`config.mk`:
```
export PLATFORM = sky130hd
export DESIGN_NAME = score_display_scanner
export DESIGN_NICKNAME = d
export VERILOG_FILES = /design/src/rtl/score_display_scanner_pkg.sv /design/src/rtl/score_display_scanner_seg7_encode.sv /design/src/rtl/score_display_scanner.sv
export SDC_FILE = /design/constraint.sdc
export NUM_CORES = 1
export LEC_CHECK = 0
export ABC_AREA = 1
export ABC_CLOCK_PERIOD_IN_PS = 5850
export CORE_ASPECT_RATIO = 1.5
export CORE_MARGIN = 2
export CORE_UTILIZATION = 35
export DETAILED_ROUTE_END_ITERATION = 8
export GPL_ROUTABILITY_DRIVEN = 1
export PLACE_DENSITY = 0.6
export SLEW_MARGIN = 20
export SYNTH_ARGS = -nofsm -noshare
export SYNTH_HDL_FRONTEND = slang
export SYNTH_SLANG_ARGS = --single-unit
export TNS_END_PERCENT = 30
```
`constraint.sdc`:
```
create_clock -name clk -period 5.85 [get_ports clk]
set_clock_uncertainty 0.15 [all_clocks]
set_input_delay 1.755 -clock clk [delete_from_list [all_inputs] [get_ports clk]]
set_output_delay 1.755 -clock clk [all_outputs]
set_load 0.02 [all_outputs]
```
`src/rtl/score_display_scanner_pkg.sv`:
```
`default_nettype none
// ============================================================================
// Module   : score_display_scanner_pkg
// Purpose  : Shared definitions for the score display scanner: converter FSM
//            states, 7-segment codes (order a..g, active high), the blank code
//            and the one-hot digit-enable constants.
// Ports    : none (package)
// Revision : 1.0  initial release
// ============================================================================
package score_display_scanner_pkg;

  typedef enum logic [1:0] {
    IDLE    = 2'd0,
    CONVERT = 2'd1,
    COMMIT  = 2'd2
  } fsmState_t;

  // Segment codes, bit order [0:6] = a..g, segment on = 1.
  localparam logic [0:6] c_SEG_0     = 7'b1111110;
  localparam logic [0:6] c_SEG_1     = 7'b0110000;
  localparam logic [0:6] c_SEG_2     = 7'b1101101;
  localparam logic [0:6] c_SEG_3     = 7'b1111001;
  localparam logic [0:6] c_SEG_4     = 7'b0110011;
  localparam logic [0:6] c_SEG_5     = 7'b1011011;
  localparam logic [0:6] c_SEG_6     = 7'b1011111;
  localparam logic [0:6] c_SEG_7     = 7'b1110000;
  localparam logic [0:6] c_SEG_8     = 7'b1111111;
  localparam logic [0:6] c_SEG_9     = 7'b1111011;
  localparam logic [0:6] c_SEG_BLANK = 7'b0000000;

  localparam logic [2:0] c_DIGIT_ONES     = 3'b001;
  localparam logic [2:0] c_DIGIT_TENS     = 3'b010;
  localparam logic [2:0] c_DIGIT_HUNDREDS = 3'b100;

  // Nibbles above 9 never reach the display; they map to blank for safety.
  function automatic logic [0:6] segCode(input logic [3:0] nibble);
    logic [0:6] code;
    case (nibble)
      4'd0:    code = c_SEG_0;
      4'd1:    code = c_SEG_1;
      4'd2:    code = c_SEG_2;
      4'd3:    code = c_SEG_3;
      4'd4:    code = c_SEG_4;
      4'd5:    code = c_SEG_5;
      4'd6:    code = c_SEG_6;
      4'd7:    code = c_SEG_7;
      4'd8:    code = c_SEG_8;
      4'd9:    code = c_SEG_9;
      default: code = c_SEG_BLANK;
    endcase
    return code;
  endfunction

endpackage
`default_nettype wire

```
`src/rtl/score_display_scanner_seg7_encode.sv`:
```
`default_nettype none
// ============================================================================
// Module   : seg7_encode
// Purpose  : Combinational BCD nibble to 7-segment encoder with blanking.
// Ports    : nibble [3:0] in  - BCD digit 0..9
//            blank        in  - force all segments off
//            seg    [0:6] out - segments a..g, active high
// Revision : 1.0  initial release
// ============================================================================
module seg7_encode
  import score_display_scanner_pkg::*;
(
  input  logic [3:0] nibble,
  input  logic       blank,
  output logic [0:6] seg
);

  always_comb begin
    seg = blank ? c_SEG_BLANK : segCode(nibble);
  end

endmodule
`default_nettype wire

```
`src/rtl/score_display_scanner.sv`:
```
`default_nettype none
// ============================================================================
// Module   : score_display_scanner
// Purpose  : Converts a binary score to BCD with a bit-serial double-dabble
//            (one bit per clock) and time-multiplexes hundreds/tens/ones onto
//            a single 7-segment bus with one-hot digit enables. Scores above
//            999 saturate the display at 999 and raise overflow.
// Ports    : clk, rst_n (async active-low)
//            point_valid/point/point_ready - score handshake
//            busy      - conversion in progress
//            overflow  - last committed score exceeded 999
//            seg[0:6]  - segments a..g of the enabled digit
//            digit_en  - one-hot: [0]=ones [1]=tens [2]=hundreds
// Config   : BLANK_LEADING_ZERO_EN - blank leading zero hundreds/tens digits
// Revision : 1.0  initial release
// ============================================================================
module score_display_scanner
  import score_display_scanner_pkg::*;
#(
  parameter int POINT_W        = 11,
  parameter int SCAN_DIV       = 50000,
  parameter bit SEG_ACTIVE_LOW = 1'b0
) (
  input  logic               clk,
  input  logic               rst_n,
  input  logic               point_valid,
  input  logic [POINT_W-1:0] point,
  output logic               point_ready,
  output logic               busy,
  output logic               overflow,
  output logic [0:6]         seg,
  output logic [2:0]         digit_en
);

  localparam int CNT_W = (POINT_W > 1) ? $clog2(POINT_W) : 1;
  localparam int DIV_W = (SCAN_DIV > 1) ? $clog2(SCAN_DIV) : 1;

  fsmState_t          r_state;
  fsmState_t          w_nextState;
  logic [POINT_W-1:0] r_shiftReg;
  logic [15:0]        r_bcd;
  logic [15:0]        w_bcdAdj;
  logic               r_bcdCarry;
  logic [CNT_W-1:0]   r_bitCnt;
  logic               w_accept;
  logic               w_isCommit;

  logic [3:0]         r_dispHun;
  logic [3:0]         r_dispTen;
  logic [3:0]         r_dispOne;
  logic               r_overflow;
  logic               w_commitOvf;
  logic [3:0]         w_hunNext;
  logic [3:0]         w_tenNext;
  logic [3:0]         w_oneNext;

  logic [DIV_W-1:0]   r_scanDiv;
  logic               w_scanWrap;
  logic [2:0]         r_digitEn;
  logic [2:0]         w_nextEn;
  logic [3:0]         w_digitNibble;
  logic               w_digitBlank;
  logic [0:6]         w_segCode;
  logic [0:6]         r_seg;

  assign w_accept    = point_valid && (r_state == IDLE);
  assign w_isCommit  = (r_state == COMMIT);
  assign point_ready = (r_state == IDLE);
  assign busy        = ~point_ready;
  assign overflow    = r_overflow;
  assign digit_en    = r_digitEn;

  // --------------------------------------------------------------------------
  // Converter FSM
  // --------------------------------------------------------------------------
  always_ff @(posedge clk or negedge rst_n) begin
    if (!rst_n) begin
      r_state <= IDLE;
    end else begin
      r_state <= w_nextState;
    end
  end

  always_comb begin
    w_nextState = r_state;
    case (r_state)
      IDLE:    if (w_accept) w_nextState = CONVERT;
      CONVERT: if (r_bitCnt == '0) w_nextState = COMMIT;
      COMMIT:  w_nextState = IDLE;
      default: w_nextState = IDLE;
    endcase
  end

  // Add-3 correction applied to every nibble before each shift.
  generate
    for (genvar i = 0; i < 4; i++) begin : g_bcdAdj
      assign w_bcdAdj[4*i +: 4] = (r_bcd[4*i +: 4] >= 4'd5) ?
                                  (r_bcd[4*i +: 4] + 4'd3) : r_bcd[4*i +: 4];
    end
  endgenerate

  // r_bcdCarry catches anything shifted out of the thousands nibble, so wide
  // inputs (>= 10000) still saturate instead of wrapping to a small value.
  always_ff @(posedge clk or negedge rst_n) begin
    if (!rst_n) begin
      r_shiftReg <= '0;
      r_bcd      <= '0;
      r_bcdCarry <= 1'b0;
      r_bitCnt   <= '0;
    end else if (w_accept) begin
      r_shiftReg <= point;
      r_bcd      <= '0;
      r_bcdCarry <= 1'b0;
      r_bitCnt   <= CNT_W'(POINT_W - 1);
    end else if (r_state == CONVERT) begin
      r_bcd      <= {w_bcdAdj[14:0], r_shiftReg[POINT_W-1]};
      r_bcdCarry <= r_bcdCarry | w_bcdAdj[15];
      r_shiftReg <= r_shiftReg << 1;
      if (r_bitCnt != '0) begin
        r_bitCnt <= r_bitCnt - CNT_W'(1);
      end
    end
  end

  // --------------------------------------------------------------------------
  // Display registers: written only in COMMIT so a scan never shows a mix of
  // old and new digits.
  // --------------------------------------------------------------------------
  assign w_commitOvf = (r_bcd[15:12] != 4'd0) || r_bcdCarry;

  always_comb begin
    w_hunNext = r_dispHun;
    w_tenNext = r_dispTen;
    w_oneNext = r_dispOne;
    if (w_isCommit) begin
      w_hunNext = w_commitOvf ? 4'd9 : r_bcd[11:8];
      w_tenNext = w_commitOvf ? 4'd9 : r_bcd[7:4];
      w_oneNext = w_commitOvf ? 4'd9 : r_bcd[3:0];
    end
  end

  always_ff @(posedge clk or negedge rst_n) begin
    if (!rst_n) begin
      r_dispHun  <= 4'd0;
      r_dispTen  <= 4'd0;
      r_dispOne  <= 4'd0;
      r_overflow <= 1'b0;
    end else begin
      r_dispHun <= w_hunNext;
      r_dispTen <= w_tenNext;
      r_dispOne <= w_oneNext;
      if (w_isCommit) begin
        r_overflow <= w_commitOvf;
      end
    end
  end

  // --------------------------------------------------------------------------
  // Scanner. Segments are computed from the post-edge enable and post-edge
  // display values so seg and digit_en always agree, including when a commit
  // lands on the same edge as a digit change.
  // --------------------------------------------------------------------------
  assign w_scanWrap = (r_scanDiv == DIV_W'(SCAN_DIV - 1));
  assign w_nextEn   = w_scanWrap ? {r_digitEn[1:0], r_digitEn[2]} : r_digitEn;

  always_comb begin
    w_digitNibble = w_oneNext;
    w_digitBlank  = 1'b0;
    case (w_nextEn)
      c_DIGIT_TENS: begin
        w_digitNibble = w_tenNext;
`ifdef BLANK_LEADING_ZERO_EN
        w_digitBlank  = (w_hunNext == 4'd0) && (w_tenNext == 4'd0);
`endif
      end
      c_DIGIT_HUNDREDS: begin
        w_digitNibble = w_hunNext;
`ifdef BLANK_LEADING_ZERO_EN
        w_digitBlank  = (w_hunNext == 4'd0);
`endif
      end
      default: w_digitNibble = w_oneNext;
    endcase
  end

  seg7_encode u_seg7Encode (
    .nibble (w_digitNibble),
    .blank  (w_digitBlank),
    .seg    (w_segCode)
  );

  always_ff @(posedge clk or negedge rst_n) begin
    if (!rst_n) begin
      r_scanDiv <= '0;
      r_digitEn <= c_DIGIT_ONES;
      r_seg     <= c_SEG_0;
    end else begin
      r_scanDiv <= w_scanWrap ? '0 : (r_scanDiv + DIV_W'(1));
      r_digitEn <= w_nextEn;
      r_seg     <= w_segCode;
    end
  end

  generate
    if (SEG_ACTIVE_LOW) begin : g_segActiveLow
      assign seg = ~r_seg;
    end else begin : g_segActiveHigh
      assign seg = r_seg;
    end
  endgenerate

endmodule
`default_nettype wire

```
# [After elaboration in Yosys (flattened, before gate mapping)]
# Memories as Yosys holds them, arrays and structs flattened. A register that Yosys moved wholly into a read port is not among the register bits.
# Index checks and enable logic that the tools add are counted.
[op_classes] muxes=25 magnitude_cmp=4 addsub=6 bitwise=2 eq_ne=7 n_reduce_logical=11
[ops] op="4-bit 2-to-1 mux" n=13
[ops] op="16-bit 2-to-1 mux" n=3
[ops] op="11-bit 2-to-1 mux" n=2
[ops] op="16-bit by 1-bit adder with 16-bit output (second input constant)" n=1
[ops] op="4-bit by 2-bit adder with 4-bit output (second input constant)" n=4
[ops] op="16-bit == test (second input constant)" n=1
[ops] op="4-bit by 3-bit >= comparator with 1-bit output (second input constant)" n=4
[ops] op="4-bit case mux with 2 select lines" n=1
[ops] op="4-bit nonzero test" n=2
[ops] op="4-bit logical NOT" n=1
[ops] op="2-bit 2-to-1 mux" n=2
[ops] op="2-bit case mux with 2 select lines" n=1
[ops] op="2-bit AND reduction" n=2
[ops] op="2-bit nonzero test" n=2
[ops] op="4-bit by 1-bit subtractor with 4-bit output (second input constant)" n=1
[ops] op="3-bit by 2-bit == test with 1-bit output (second input constant)" n=1
[ops] op="3-bit == test (second input constant)" n=1
[ops] op="3-bit 2-to-1 mux" n=1
[ops] op="2-bit by 1-bit == test with 1-bit output (second input constant)" n=1
[ops] op="2-bit == test (second input constant)" n=1
[ops] op="2-bit logical NOT" n=1
[ops] op="1-bit 2-to-1 mux" n=2
[ops] op="2-bit by 1-bit != test with 1-bit output (second input constant)" n=1
[ops] op="2-bit != test (second input constant)" n=1
[ops] op="5 further kinds" n=5
[totals] reg_bits=66 mem_bits_ro=112 n_memories=1 elab_cells=67 input_bits=14 out_inout_bits=13
[mem_list] name="(name not given)" depth=16 width=7 read_ports=1 rd_clocked_by_memory_dff=1 wr=0 line="score_display_scanner_pkg.sv:38" rtl="case (nibble)"

# [Depth between registers and ports, before layout]
# Gate-level depths: netlist of the first run.
[depth] word_depth=5 depth_mapped=18 ltp_nobuf=18

# [Cells and area by module]
# Synthesis of the first run repeated with hierarchy kept, for this count alone.
[unflattened] hier_cells=446 hier_area_um2=3759.9
[modules_own_cells] mod="score_display_scanner" area_per_inst_um2=3574.7 n_inst=1 cells_each=411 seq_area_each_um2=1835.5
[modules_own_cells] mod="seg7_encode" area_per_inst_um2=185.2 n_inst=1 cells_each=35 seq_area_each_um2=0.0

# [Least setup slack after synthesis of the first run]
# Ideal clock, no wire load.
[synth_path] path_kind="input port to flip-flop" start="input point_valid" end="register r_bcd[12]" setup_ps=140 path_slack_ps=3003 required_time_ps=5560 stages=6 n_path_buf=1 arrival_time_ps=2558 cell_sequence="nand2_1 > inv_1 > nor2_1 > inv_1 > clkbuf_1 > o32ai_1"
[synth_between] elab_chain_cells=2 word_cells_on_any_way=3 classes_between="mux (1); reduce/logical (2)"
[synth_lines] item="from (decl)" line="score_display_scanner.sv:26" rtl="input logic point_valid,"
[synth_lines] item="1-bit logical AND (*)" line="score_display_scanner.sv:66" rtl="assign w_accept = point_valid && (r_state == IDLE);"
[synth_lines] item="16-bit 2-to-1 mux or 2-bit nonzero test (tied branches)"
[synth_lines] item="to (signal assigned)" line="score_display_scanner.sv:116" rtl="r_bcd <= {w_bcdAdj[14:0], r_shiftReg[POINT_W-1]};"
[synth_lines] item="to (decl)" line="score_display_scanner.sv:41" rtl="logic [15:0] r_bcd;"
# Every way passes the cells marked *; elsewhere a longest branch is shown, timed or not.
# A chain may end at the register's enable or synchronous reset.

# [Final worst setup path of the first run]
[layout_path] start="input point_valid" end="register r_shiftReg[2]"
[layout_between] elab_chain_cells=2 word_cells_on_any_way=3 classes_between="mux (1); reduce/logical (2)"
[layout_lines] item="1-bit logical AND (*)" line="score_display_scanner.sv:66"
[layout_lines] item="11-bit 2-to-1 mux or 2-bit nonzero test (tied branches)"
[layout_lines] item="to (signal assigned)" line="score_display_scanner.sv:111" rtl="r_shiftReg <= point;"
[layout_lines] item="to (signal assigned)" line="score_display_scanner.sv:118" rtl="r_shiftReg <= r_shiftReg << 1;"
[layout_lines] item="to (decl)" line="score_display_scanner.sv:40" rtl="logic [POINT_W-1:0] r_shiftReg;"
# Marked as above.

==> results.sh, run 1 <==
export IMPL_layout_drive_gt1_share_pct=11.4
export IMPL_yosysSeqAreaShare_pct=47.7
export IMPL_rsz0062_at_grt="no"
export IMPL_fmax_ghz=0.285
export IMPL_combPwrFrac_pct=36.5
export IMPL_antenna_found_initial=0
export IMPL_cp_data_required_time_ps=5870
export IMPL_switching_power_mw=0.785
export IMPL_cts_buffers=9
export IMPL_synth_cells=464
export IMPL_hold_ws_ps=306
export IMPL_ctsHoldBuffers=0
export IMPL_grt_pass1_wl_mm=13.2
export IMPL_antenna_cells=0
export IMPL_yosys_mux_area_fraction_pct=0
export IMPL_wirelength_mm=7.58
export IMPL_yosys_area_share_simple_pct=24.8
export IMPL_gp_congestion=0.755
export IMPL_drc=0
export IMPL_cts_clk_slew_worst_paths_ps=60
export IMPL_placed_cell_area_um2=4270
export IMPL_fin_crit_sh_pct=59.9
export IMPL_cp_max_fo=25
export IMPL_ys_warn_count=0
export IMPL_fp_coreArea_um2=10600
export IMPL_cts_root_buf="clkbuf_16"
export IMPL_cts_tree="built"
export IMPL_worstMarginPinSlew_ps=911
export IMPL_first_iter_violations=107
export IMPL_hold_viol_final=0
export IMPL_synthXorXnorAreaFrac_pct=1.82
export IMPL_die_h_um=132
export IMPL_grt_pass1_vias=2954
export IMPL_rows=46
export IMPL_die_area_um2=11900
export IMPL_clockBufferDepth=2
export IMPL_powerDensity_nw_per_um2=467
export IMPL_viasPerCell=4.68
export IMPL_hold_path_class="reg -> reg"
export IMPL_overflow=0
export IMPL_post_cts_setup_buffers=0
export IMPL_period_minus_slack_ps=3500
export IMPL_layout_nets=527
export IMPL_crit_type="in -> reg"
export IMPL_routed_top_layer="met4"
export IMPL_p_int_mw=1.37
export IMPL_grt_max_degree=41
export IMPL_setup_viol=0
export IMPL_yosys_area_top_type="dfrtp_1"
export IMPL_synth_seq_cells=73
export IMPL_synth_top_area_share_pct=42.9
export IMPL_ir_drop_mv=0.248
export IMPL_cp_start_kind="primary input"
export IMPL_clkPwrFrac_pct=28.4
export IMPL_io_buffers=26
export IMPL_clkLatencyLatePin_ps=340
export IMPL_postLayoutCellArea_um2=4600
export IMPL_p_leak_nw=2.22
export IMPL_finalMaxSlewViolations=0
export IMPL_p_seq_share_pct=35.1
export IMPL_dr_pass1_iters=4
export IMPL_mostFrequentLayoutCell="nand2_1"
export IMPL_initial_core_util_pct=36.2
export IMPL_synth_adder_area_share_pct=5.52
export IMPL_routed_wl_met3_um=197
export IMPL_fp_dieW_um=89.7
export IMPL_htree_levels=3
export IMPL_layout_common_cells="nand2_1, inv_1, dfrtp_1"
export IMPL_swShare_pct=36.5
export IMPL_synth_compound_area_share_pct=11.3
export IMPL_detail_route_antenna_nets=0
export IMPL_vias=3018
export IMPL_synthesis_nets=495
export IMPL_setup_tns_ps=0
export IMPL_cap_violations=0
export IMPL_cts_resized=0
export IMPL_top_level_ports=27
export IMPL_wl_met1_mm=3.28
export IMPL_dpl_hpwl_mm=5.46
export IMPL_area_growth_pct=19.6
export IMPL_clock_sinks=73
export IMPL_fill_cells=1045
export IMPL_end_kind="flop"
export IMPL_synth_top_family_by_area="simple AND/OR/NAND/NOR gates"
export IMPL_slew_headroom_pct=39.3
export IMPL_grt_usage_pct=14.0
export IMPL_netlist_cell_type_count=33
export IMPL_met2_length_mm=3.95
export IMPL_worst_ep_arrival_time_ps=3530
export IMPL_synthTopCellsByArea="dfrtp_1, nand2_1, inv_1"
export IMPL_routedWlPerCell_um=11.7
export IMPL_syn_area_um2=3850
export IMPL_syn_avg_cell_area_um2=8.30
export IMPL_status="finished, final reports clean"
## layout make-up
cell class | count | area [µm²] | area share [%]
multi-input combinational | 300 | 1670 | 36.3
timing repair buffer | 28 | 270 | 5.87
inverter | 84 | 315 | 6.85
sequential | 73 | 1840 | 39.9
clock inverter | 4 | 75.1 | 1.63
clock buffer | 12 | 256 | 5.57
tap | 144 | 180 | 3.91
## stage by stage
stage               worst slack (ps)  utilization, %  power (mW)  instances
floorplan                       3000               -        1.33        464
global placement                2010            40.1        1.53        629
detailed placement              1940            40.1        1.56        629
CTS                             2300            43.2        2.18        645
global route                    2110            43.2        2.33        645
finish                          2350            43.2        2.15        645
## layer usage
layer / vias up / track usage (%)
met5: - / 0
met4: 0 / 5.22
met3: 10 / 3.37
met2: 33 / 24.1
met1: 1433 / 16.4
li1: 1542 / -
## path summary, 6_finish.rpt
| check | startpoint | end | slack [ps] | cells past startpoint |
|---|---|---|---|---|
| max in group asynchronous | rst_n | r_shiftReg[0] | 3170 | 2 |
| worst min register to register | r_scanDiv[0] | r_scanDiv[0] | 310 | 1 |
| worst min-delay path | r_scanDiv[0] | r_scanDiv[0] | 310 | 1 |
| worst max-delay path | point_valid | r_shiftReg[2] | 2350 | 6 |
| worst max register to register | r_state[0] | seg[3] | 3200 | 14 |
| min in group asynchronous | rst_n | r_scanDiv[5] | 1400 | 1 |
## power groups by stage
stage | registers [mW] | logic, mW | clock network (mW)
floorplan | 0.766 | 0.568 | 0
global placement | 0.759 | 0.768 | 0
detailed placement | 0.763 | 0.794 | 0
CTS | 0.756 | 0.797 | 0.623
global route | 0.772 | 0.914 | 0.644
finish | 0.755 | 0.786 | 0.612
## sequential cells by signal, indices dropped and copies added, names as in the netlist
signal,flops
r_dispOne,4
overflow,1
r_bcd,16
digit_en,3
r_dispTen,4
r_bitCnt,4
r_shiftReg,11
r_dispHun,4
r_scanDiv,16
seg,7
r_state,2
r_bcdCarry,1
## logic make-up (layout without fill, tap and decap cells)
family / after synthesis / in the layout
buffers and inverters: 91 / 128
and+or+nand+nor: 204 / 204
DFF: 73 / 73
AOI/OAI and AO/OA: 71 / 71
adders and majority gates: 17 / 17
xor gates and xnor gates: 8 / 8
## synthesized netlist by cell type
| cell type | count |
|---|---|
| a221oi_1 | 1 |
| xor2_1 | 8 |
| a21oi_1 | 6 |
| ha_1 | 17 |
| inv_1 | 77 |
| nand3_4 | 2 |
| nor4_1 | 1 |
| nor2_2 | 4 |
| o221ai_1 | 9 |
| dfrtp_1 | 66 |
| inv_2 | 6 |
| nand2_2 | 8 |
| nand3_2 | 5 |
| dfstp_2 | 7 |
| clkinv_1 | 1 |
| nor3_1 | 3 |
| a21oi_2 | 1 |
| o32ai_1 | 5 |
| clkbuf_1 | 5 |
| nand3_1 | 21 |
| a22oi_1 | 1 |
| a32o_1 | 1 |
| o211ai_1 | 2 |
| o22ai_1 | 5 |
| nand2_1 | 100 |
| buf_2 | 2 |
| nor2_1 | 46 |
| nand3b_1 | 1 |
| o21ai_0 | 39 |
| nand4_1 | 7 |
| nand2_4 | 3 |
| nor2_4 | 3 |
| a31oi_1 | 1 |
## critical path, stage by stage
cell             delay (ps)
clkdlybuf4s50_1         450
nand2_1                 100
inv_1                   310
nor2_1                  120
inv_1                   560
o221ai_1                210
(Power assumes the default switching activity.)
==> run 2, diff against run 1 <==
--- a/config.mk
+++ b/config.mk
@@ -6,13 +6,13 @@
 export NUM_CORES = 1
 export LEC_CHECK = 0
 export ABC_AREA = 1
-export ABC_CLOCK_PERIOD_IN_PS = 5850
+export ABC_CLOCK_PERIOD_IN_PS = 3100
 export CORE_ASPECT_RATIO = 1.5
 export CORE_MARGIN = 2
 export CORE_UTILIZATION = 35
 export DETAILED_ROUTE_END_ITERATION = 8
 export GPL_ROUTABILITY_DRIVEN = 1
-export PLACE_DENSITY = 0.6
+export PLACE_DENSITY = 0.62
 export SLEW_MARGIN = 20
 export SYNTH_ARGS = -nofsm -noshare
 export SYNTH_HDL_FRONTEND = slang
==> constraint.sdc (replaced) <==
create_clock -name clk -period 3.1 [get_ports clk]
set_clock_uncertainty 0.15 [all_clocks]
set_input_delay 0.93 -clock clk [delete_from_list [all_inputs] [get_ports clk]]
set_output_delay 0.93 -clock clk [all_outputs]
set_load 0.02 [all_outputs]
==> results.sh, run 2 (same netlist as run 1, synthesis figures left out) <==
export IMPL_status="finished, final reports clean"
export IMPL_first_iter_violations=112
export IMPL_die_area_um2=11900
export IMPL_cts_resized=0
export IMPL_cap_violations=0
export IMPL_rows=46
export IMPL_initial_core_util_pct=36.2
export IMPL_layout_nets=530
export IMPL_setup_viol=0
export IMPL_end_kind="flop"
export IMPL_fp_dieW_um=89.7
export IMPL_hold_path_class="reg -> reg"
export IMPL_p_leak_nw=2.22
export IMPL_worst_ep_arrival_time_ps=2790
export IMPL_dpl_hpwl_mm=5.55
export IMPL_cts_buffers=9
export IMPL_reg_largest_list="r_bcd x16, r_scanDiv x16, r_shiftReg x11"
export IMPL_period_minus_slack_ps=2660
export IMPL_area_growth_pct=19.3
export IMPL_gp_congestion=0.795
export IMPL_finalMaxSlewViolations=0
export IMPL_top_level_ports=27
export IMPL_cp_start_kind="flop"
export IMPL_io_buffers=26
export IMPL_overflow=0
export IMPL_detail_route_antenna_nets=0
export IMPL_cts_tree="built"
export IMPL_grt_max_degree=48
export IMPL_multi_input_area_um2=1670
export IMPL_wirelength_mm=7.48
export IMPL_antenna_found_initial=0
export IMPL_fin_crit_sh_pct=86.0
export IMPL_ctsHoldBuffers=0
export IMPL_ir_drop_mv=0.539
export IMPL_placed_cell_area_um2=4310
export IMPL_ff_latch_area_um2=1840
export IMPL_fill_cells=1057
export IMPL_setup_tns_ps=0
export IMPL_clockBufferDepth=2
export IMPL_clock_sinks=73
export IMPL_drc=0
export IMPL_postLayoutCellArea_um2=4590
export IMPL_rsz0062_at_grt="no"
export IMPL_grt_pass1_wl_mm=13.5
export IMPL_antenna_cells=0
export IMPL_crit_type="reg -> reg"
export IMPL_slew_headroom_pct=50.0
export IMPL_cts_root_buf="clkbuf_16"
export IMPL_grt_pass1_vias=3027
export IMPL_htree_levels=3
export IMPL_mostFrequentLayoutCell="nand2_1"
export IMPL_powerDensity_nw_per_um2=858
export IMPL_dr_pass1_iters=5
export IMPL_grt_usage_pct=14.3
export IMPL_fp_coreArea_um2=10600
export IMPL_hold_viol_final=0
export IMPL_layout_drive_gt1_share_pct=11.6
export IMPL_post_cts_setup_buffers=0
export IMPL_worstMarginPinSlew_ps=749
export IMPL_fmax_ghz=0.375
export IMPL_cp_max_fo=14
export IMPL_viasPerCell=4.70
export IMPL_vias=3033
export IMPL_cts_clk_slew_worst_paths_ps=60
export IMPL_die_h_um=132
export IMPL_routedWlPerCell_um=11.6
export IMPL_cp_data_required_time_ps=3230
export IMPL_clkLatencyLatePin_ps=330
export IMPL_layout_common_cells="nand2_1, inv_1, dfrtp_1"
[run 2: cell type report]
type | count | share of cell area [%]
clock buffers | 11 | 5.28
well taps | 144 | 3.92
clock inverters | 3 | 0.926
repair buffers | 31 | 6.65
multi-input cells | 300 | 36.4
inverters | 84 | 6.86
flip-flops and latches | 73 | 40.0
[run 2: metal layers]
metal	GRT usage (%)	up-vias	wire (µm)	part of all wire (%)
li1	-	1557	-	-
met1	17.1	1428	3250	43
met2	24.6	42	3950	53
met3	3.74	6	197	2.6
met4	4.15	0	87	1.2
met5	0	-	0	0
[run 2: worst max-delay path: stages, from the launching register on]
cell	delay, ps
dfrtp_1	370
inv_1	70
nand2_1	270
inv_1	420
nand2_1	80
o21ai_0	320
nand3_1	140
nand3_2	140
inv_1	90
ha_1	280
inv_1	50
nand2_1	60
nand2_1	70
nand2_1	50
nand2_1	60
[run 2: worst paths after layout]
path / startpoint / endpoint / slack (ps) / cells past startpoint
setup / recovery: r_state[0] / seg[3] / 440 / 14
hold / removal: r_scanDiv[0] / r_scanDiv[0] / 310 / 1
setup reg to reg: r_state[0] / seg[3] / 440 / 14
hold reg to reg: r_scanDiv[0] / r_scanDiv[0] / 310 / 1
max in group asynchronous: rst_n / seg[4] / 1880 / 2
min in group asynchronous: rst_n / r_scanDiv[8] / 350 / 1
[run 2: report_power, final]
part | switching, mW | internal [mW]
combinational | 0.935 | 0.569
sequential | 0.147 | 1.28
clock | 0.376 | 0.634
[run 2: per-stage QoR]
step	setup WS, ps	hold slack [ps]	power, mW	utilization (%)	std cells
2_1_floorplan	867	281	2.52	-	464
6_report	435	307	3.94	43.1	646
3_3_place_gp	366	301	2.91	40.5	632
5_1_grt	188	347	4.30	43.1	646
4_1_cts	419	313	3.99	43.1	646
3_5_place_dp	305	306	2.96	40.5	632
==> run 3, diff against run 2 <==
--- a/config.mk
+++ b/config.mk
@@ -12,6 +12,7 @@
 export CORE_UTILIZATION = 35
 export DETAILED_ROUTE_END_ITERATION = 8
 export GPL_ROUTABILITY_DRIVEN = 1
+export HOLD_SLACK_MARGIN = 0.08
 export PLACE_DENSITY = 0.62
 export SLEW_MARGIN = 20
 export SYNTH_ARGS = -nofsm -noshare
==> results of run 3 <==
Same layout as run 2: the final DEF is identical, and so are final timing and power.
==> RTL edit 1 (settings of run 2) <==
`SCAN_DIV`: 50000 -> 100000.
--- a/src/rtl/score_display_scanner.sv
+++ b/src/rtl/score_display_scanner.sv
@@ -19,5 +19,5 @@
 #(
   parameter int POINT_W        = 11,
-  parameter int SCAN_DIV       = 50000,
+  parameter int SCAN_DIV       = 100000,
   parameter bit SEG_ACTIVE_LOW = 1'b0
 ) (
Check against the original RTL: same outputs for any inputs over 10 cycles, from zero or initial values and one cycle with rst_n low; that may be too few to reach the edited logic, so the function may still have changed.
==> RTL edit 1 against run 2 <==
Die area increased by 5.4%; power is 5.3% higher; area after synthesis rose by 5.7%; wire length increased by 9.4%; clock power increased by 11%; sequential cell count increased by 1; cell area up 5.6%; worst setup slack worse by 0.011 ns; largest power group unchanged.
==> RTL edit 1: results (changes against run 2) <==
outcome: "finished, final reports clean"
reg2reg_from: "r_scanDiv[0]$_DFF_PN0_"
startpoint: "r_state[0]$_DFFE_PN0P_"
track_usage_pct: 14.4  # +0.13 points
synth-xor-area-share_pct: 1.51  # -0.31 points
htree_levels: 3  # unchanged
avgSynthCellArea_um2: 8.62  # +3.9%
viasPerCell: 4.82  # +2.6%
syn_nets: 503  # +1.6%
first_pass_iters: 4  # -1
max_stage_delay_ns: 0.66  # +0.24 ns
port_buffers: 26  # unchanged
numCtsBuffers: 9  # unchanged
dpl.cell_count: 647  # +2.4%
placed_cell_area_um2: 4530  # +5.1%
grt_max_degree: 39  # -19%
ys_seq_area_share_pct: 45.7  # -1.9 points
cp_max_fo: 3  # -11
fin_nets: 539  # +1.7%
clk_pin_slew_worst_paths_ns: 0.06  # about the same
synth_compound_area_share_pct: 11.5  # +0.16 points
tightest_slew_ns: 0.829  # +0.0795 ns
routabilityCongestion: 0.800  # +0.70%
slowest_stage: "clkdlybuf4s50_1"
clkLatencyLatePin_ns: 0.33  # about the same
synth_cell_types: 37  # +12%
drive_above_1_share_pct: 13.5  # +1.9 points
rr_endpoint: "seg[5]$_DFF_PN1_"
ir_drop_uv: 451  # -16%
antenna_cells: 0  # unchanged
synth-main-ff-cell: "dfrtp_1"
drtIter0Drc: 158  # +41%
synth_area_leaders: "dfrtp_1, inv_1, nand2_1"
synth_mux_area_share_pct: 0  # unchanged
grt_pass1_vias: 3325  # +9.8%
grt_first_pass_wirelength_um: 14700  # +8.8%
hp-class: "reg2reg"
critPathArrivalTime_ns: 1.60  # -1.19 ns
hpwl_um: 6080  # +9.4%
preCtsSetupSlack_ns: 0.359  # +0.0533 ns
r2r_slack_ns: 0.47  # +0.03 ns
timing.hold.ws_ns: 0.307  # -0.000251 ns
endpoint_kind: "primary output"
final_cell_count_no_fill: 663  # +2.6%
synth_fa_ha_area_share_pct: 5.23  # -0.30 points
power_leakage_uw: 0.00225  # +1.6%
ys_async_sr_fraction_pct: 100  # unchanged
synthTopCellsByCount: "inv_1, nand2_1, dfrtp_1"
worstHoldPathCells: 1  # unchanged
rr_worst_depth: 17  # +3
wl_um: 8190  # +9.4%
hp-start: "r_scanDiv[0]$_DFF_PN0_"
reg_top3: "r_scanDiv x17, r_bcd x16, r_shiftReg x11"
-- RTL edit 1: critical path: cells and delay by family (launching register included) --
kind	cells	cell delay, ns
buf+inv	1	0.66
flops	1	0.38
simple gates	1	0.23
-- RTL edit 1: kinds of logic after synthesis --
kind of cell,after synthesis
simple gates,200
buf+inv,97
compound gates,77
flops,74
fa+ha+maj,17
xor+xnor,7
-- RTL edit 1: metal layers --
metal  vias up  track usage (%)  routed length, um
met1      1518             15.9               3400
met3        13             3.10                223
li1       1613                -                  -
met5         -                0                  0
met4         0             5.39                161
met2        49             26.9               4400
-- RTL edit 1: worst max-delay path by stage --
stage | cells past startpoint | endpoint | slack [ns]
3_3_place_gp | 6 | r_shiftReg[1]$_DFFE_PN0P_ | 0.38
5_1_grt | 18 | seg[0]$_DFF_PN1_ | 0.25
2_1_floorplan | 17 | seg[5]$_DFF_PN1_ | 0.78
4_1_cts | 2 | point_ready | 0.39
3_5_place_dp | 6 | r_shiftReg[7]$_DFFE_PN0P_ | 0.36
6_report | 2 | point_ready | 0.42
-- RTL edit 1: cell type report --
class	count	area [um2]
multi-input combinational	301	1840
fill	1120	6560
clock inverter	6	91.3
inverter	90	338
clock buffer	10	229
tap	150	188
timing repair buffer	32	300
sequential	74	1860
-- RTL edit 1: report_power, final --
part | internal (uW) | total, uW | switching, uW
logic | 593 | 1570 | 981
clock network | 706 | 1120 | 411
registers | 1300 | 1460 | 153
==> RTL edit 2 (config.mk and constraints of run 2) <==
Made on the original files. Encoding of `fsmState_t`: now one-hot (3 bits for 3 states).
--- a/src/rtl/score_display_scanner_pkg.sv
+++ b/src/rtl/score_display_scanner_pkg.sv
@@ -10,8 +10,8 @@
 package score_display_scanner_pkg;
 
-  typedef enum logic [1:0] {
-    IDLE    = 2'd0,
-    CONVERT = 2'd1,
-    COMMIT  = 2'd2
+  typedef enum logic [2:0] {
+    IDLE    = 3'b001,
+    CONVERT = 3'b010,
+    COMMIT  = 3'b100
   } fsmState_t;
 
Check against the original RTL: no difference found for any inputs over 10 cycles, from zero or initial values and one cycle with rst_n low; not proved beyond that.
==> RTL edit 2 against run 2 <==
Synthesized cell count up 0.65%; final cell count up 1.5%; sequential share of layout area down 0.81 points; sequential cell count up 1; wire length up 6.2%; cell area up 3.5%; worst setup slack worse by 0.18 ns; area after synthesis up 3.9%; die area up 3.8%.
Power is not compared: it rests on default switching activity, and its combinational part moved more than twofold at a synthesized area within 25%.
==> RTL edit 2: results (changes against run 2) <==
critPathArrivalTime_ns: 1.76  # -1.03 ns
routabilityCongestion: 0.796  # +0.20%
cp_max_fo: 3  # -11
wl_um: 7950  # +6.2%
reg2reg_from: "r_scanDiv[0]$_DFF_PN0_"
grt_pass1_vias: 3185  # +5.2%
htree_levels: 3  # unchanged
rr_worst_depth: 16  # +2
rr_endpoint: "seg[5]$_DFF_PN1_"
synthTopCellsByCount: "nand2_1, inv_1, dfrtp_1"
num_vias: 3128  # +3.1%
synth_area_leaders: "dfrtp_1, nand2_1, inv_1"
startpoint: "r_state[0]$_DFFE_PN1P_"
grt_max_degree: 40  # -17%
outcome: "finished, final reports clean"
fillers: 1069  # +1.1%
cp-endpoint: "busy"
met2WireLength_um: 4250  # +7.7%
tightest_slew_ns: 0.502  # -0.247 ns
max-clock-path-buffers: 2  # unchanged
drt-met1-wl_um: 3360  # +3.5%
ys_async_sr_fraction_pct: 100  # unchanged
synth_cell_types: 34  # +3.0%
ys_seq_area_share_pct: 46.5  # -1.1 points
r2r_slack_ns: 0.51  # +0.07 ns
slowest_stage: "clkdlybuf4s50_1"
first_pass_iters: 4  # -1
syn_nets: 498  # +0.61%
drive_above_1_share_pct: 15.5  # +4.0 points
drtIter0Drc: 123  # +9.8%
hpwl_um: 5910  # +6.5%
RTL edit 2: cell count changes in the layout (fill, tap and decap cells not counted), moves of 5 or more:
| cell | change |
|---|---|
| o32ai_1 | -5 |
| nor2_1 | -5 |
| o21ai_0 | -10 |
| nand2_1 | -14 |
| nand3_1 | +7 |
| a21oi_1 | +6 |
RTL edit 2: layer usage:
metal  global-route usage [%]  vias up
met4                     4.80        0
met5                        0        -
met3                     3.79        8
li1                         -     1579
met2                     26.8       46
met1                     15.4     1495
RTL edit 2: metrics by stage:
| stage | total power [uW] | instance area, um2 | hold WS [ns] | std cells | setup slack, ns |
|---|---|---|---|---|---|
| after floorplan | 1600 | 4000 | 0.279 | 467 | 0.830 |
| after global placement | 1820 | 4470 | 0.291 | 640 | 0.549 |
| after detailed placement | 1840 | 4470 | 0.310 | 640 | 0.477 |
| after CTS | 2840 | 4760 | 0.317 | 656 | 0.219 |
| after global routing | 2950 | 4760 | 0.340 | 656 | 0.162 |
| final | 2790 | 4760 | 0.312 | 656 | 0.260 |
RTL edit 2: kinds of logic after synthesis:
kind of cell / synth area share, %
DFF: 46.5
adders and majority gates: 5.31
and+or+nand+nor: 27.8
AOI/OAI and AO/OA: 10.4
xor gates and xnor gates: 1.31
buffers and inverters: 8.66
RTL edit 2: power by group:
part,internal (uW),switching (uW)
combinational,237,407
clock,584,391
sequential,1110,55.8
RTL edit 2: layout make-up:
cell class,instances,area share (%)
Clock buffer,12,5.39
Clock inverter,4,0.552
Inverter,86,6.84
Multi-Input combinational cell,302,37.7
Sequential cell,74,39.1
Tap cell,147,3.87
Timing Repair Buffer,31,6.47
RTL edit 2: worst max-delay path, delay by kind of cell, from the launching register on:
family | cells | cell delay, ns
buf+inv | 3 | 0.73
flops | 1 | 0.54
simple gates | 1 | 0.16
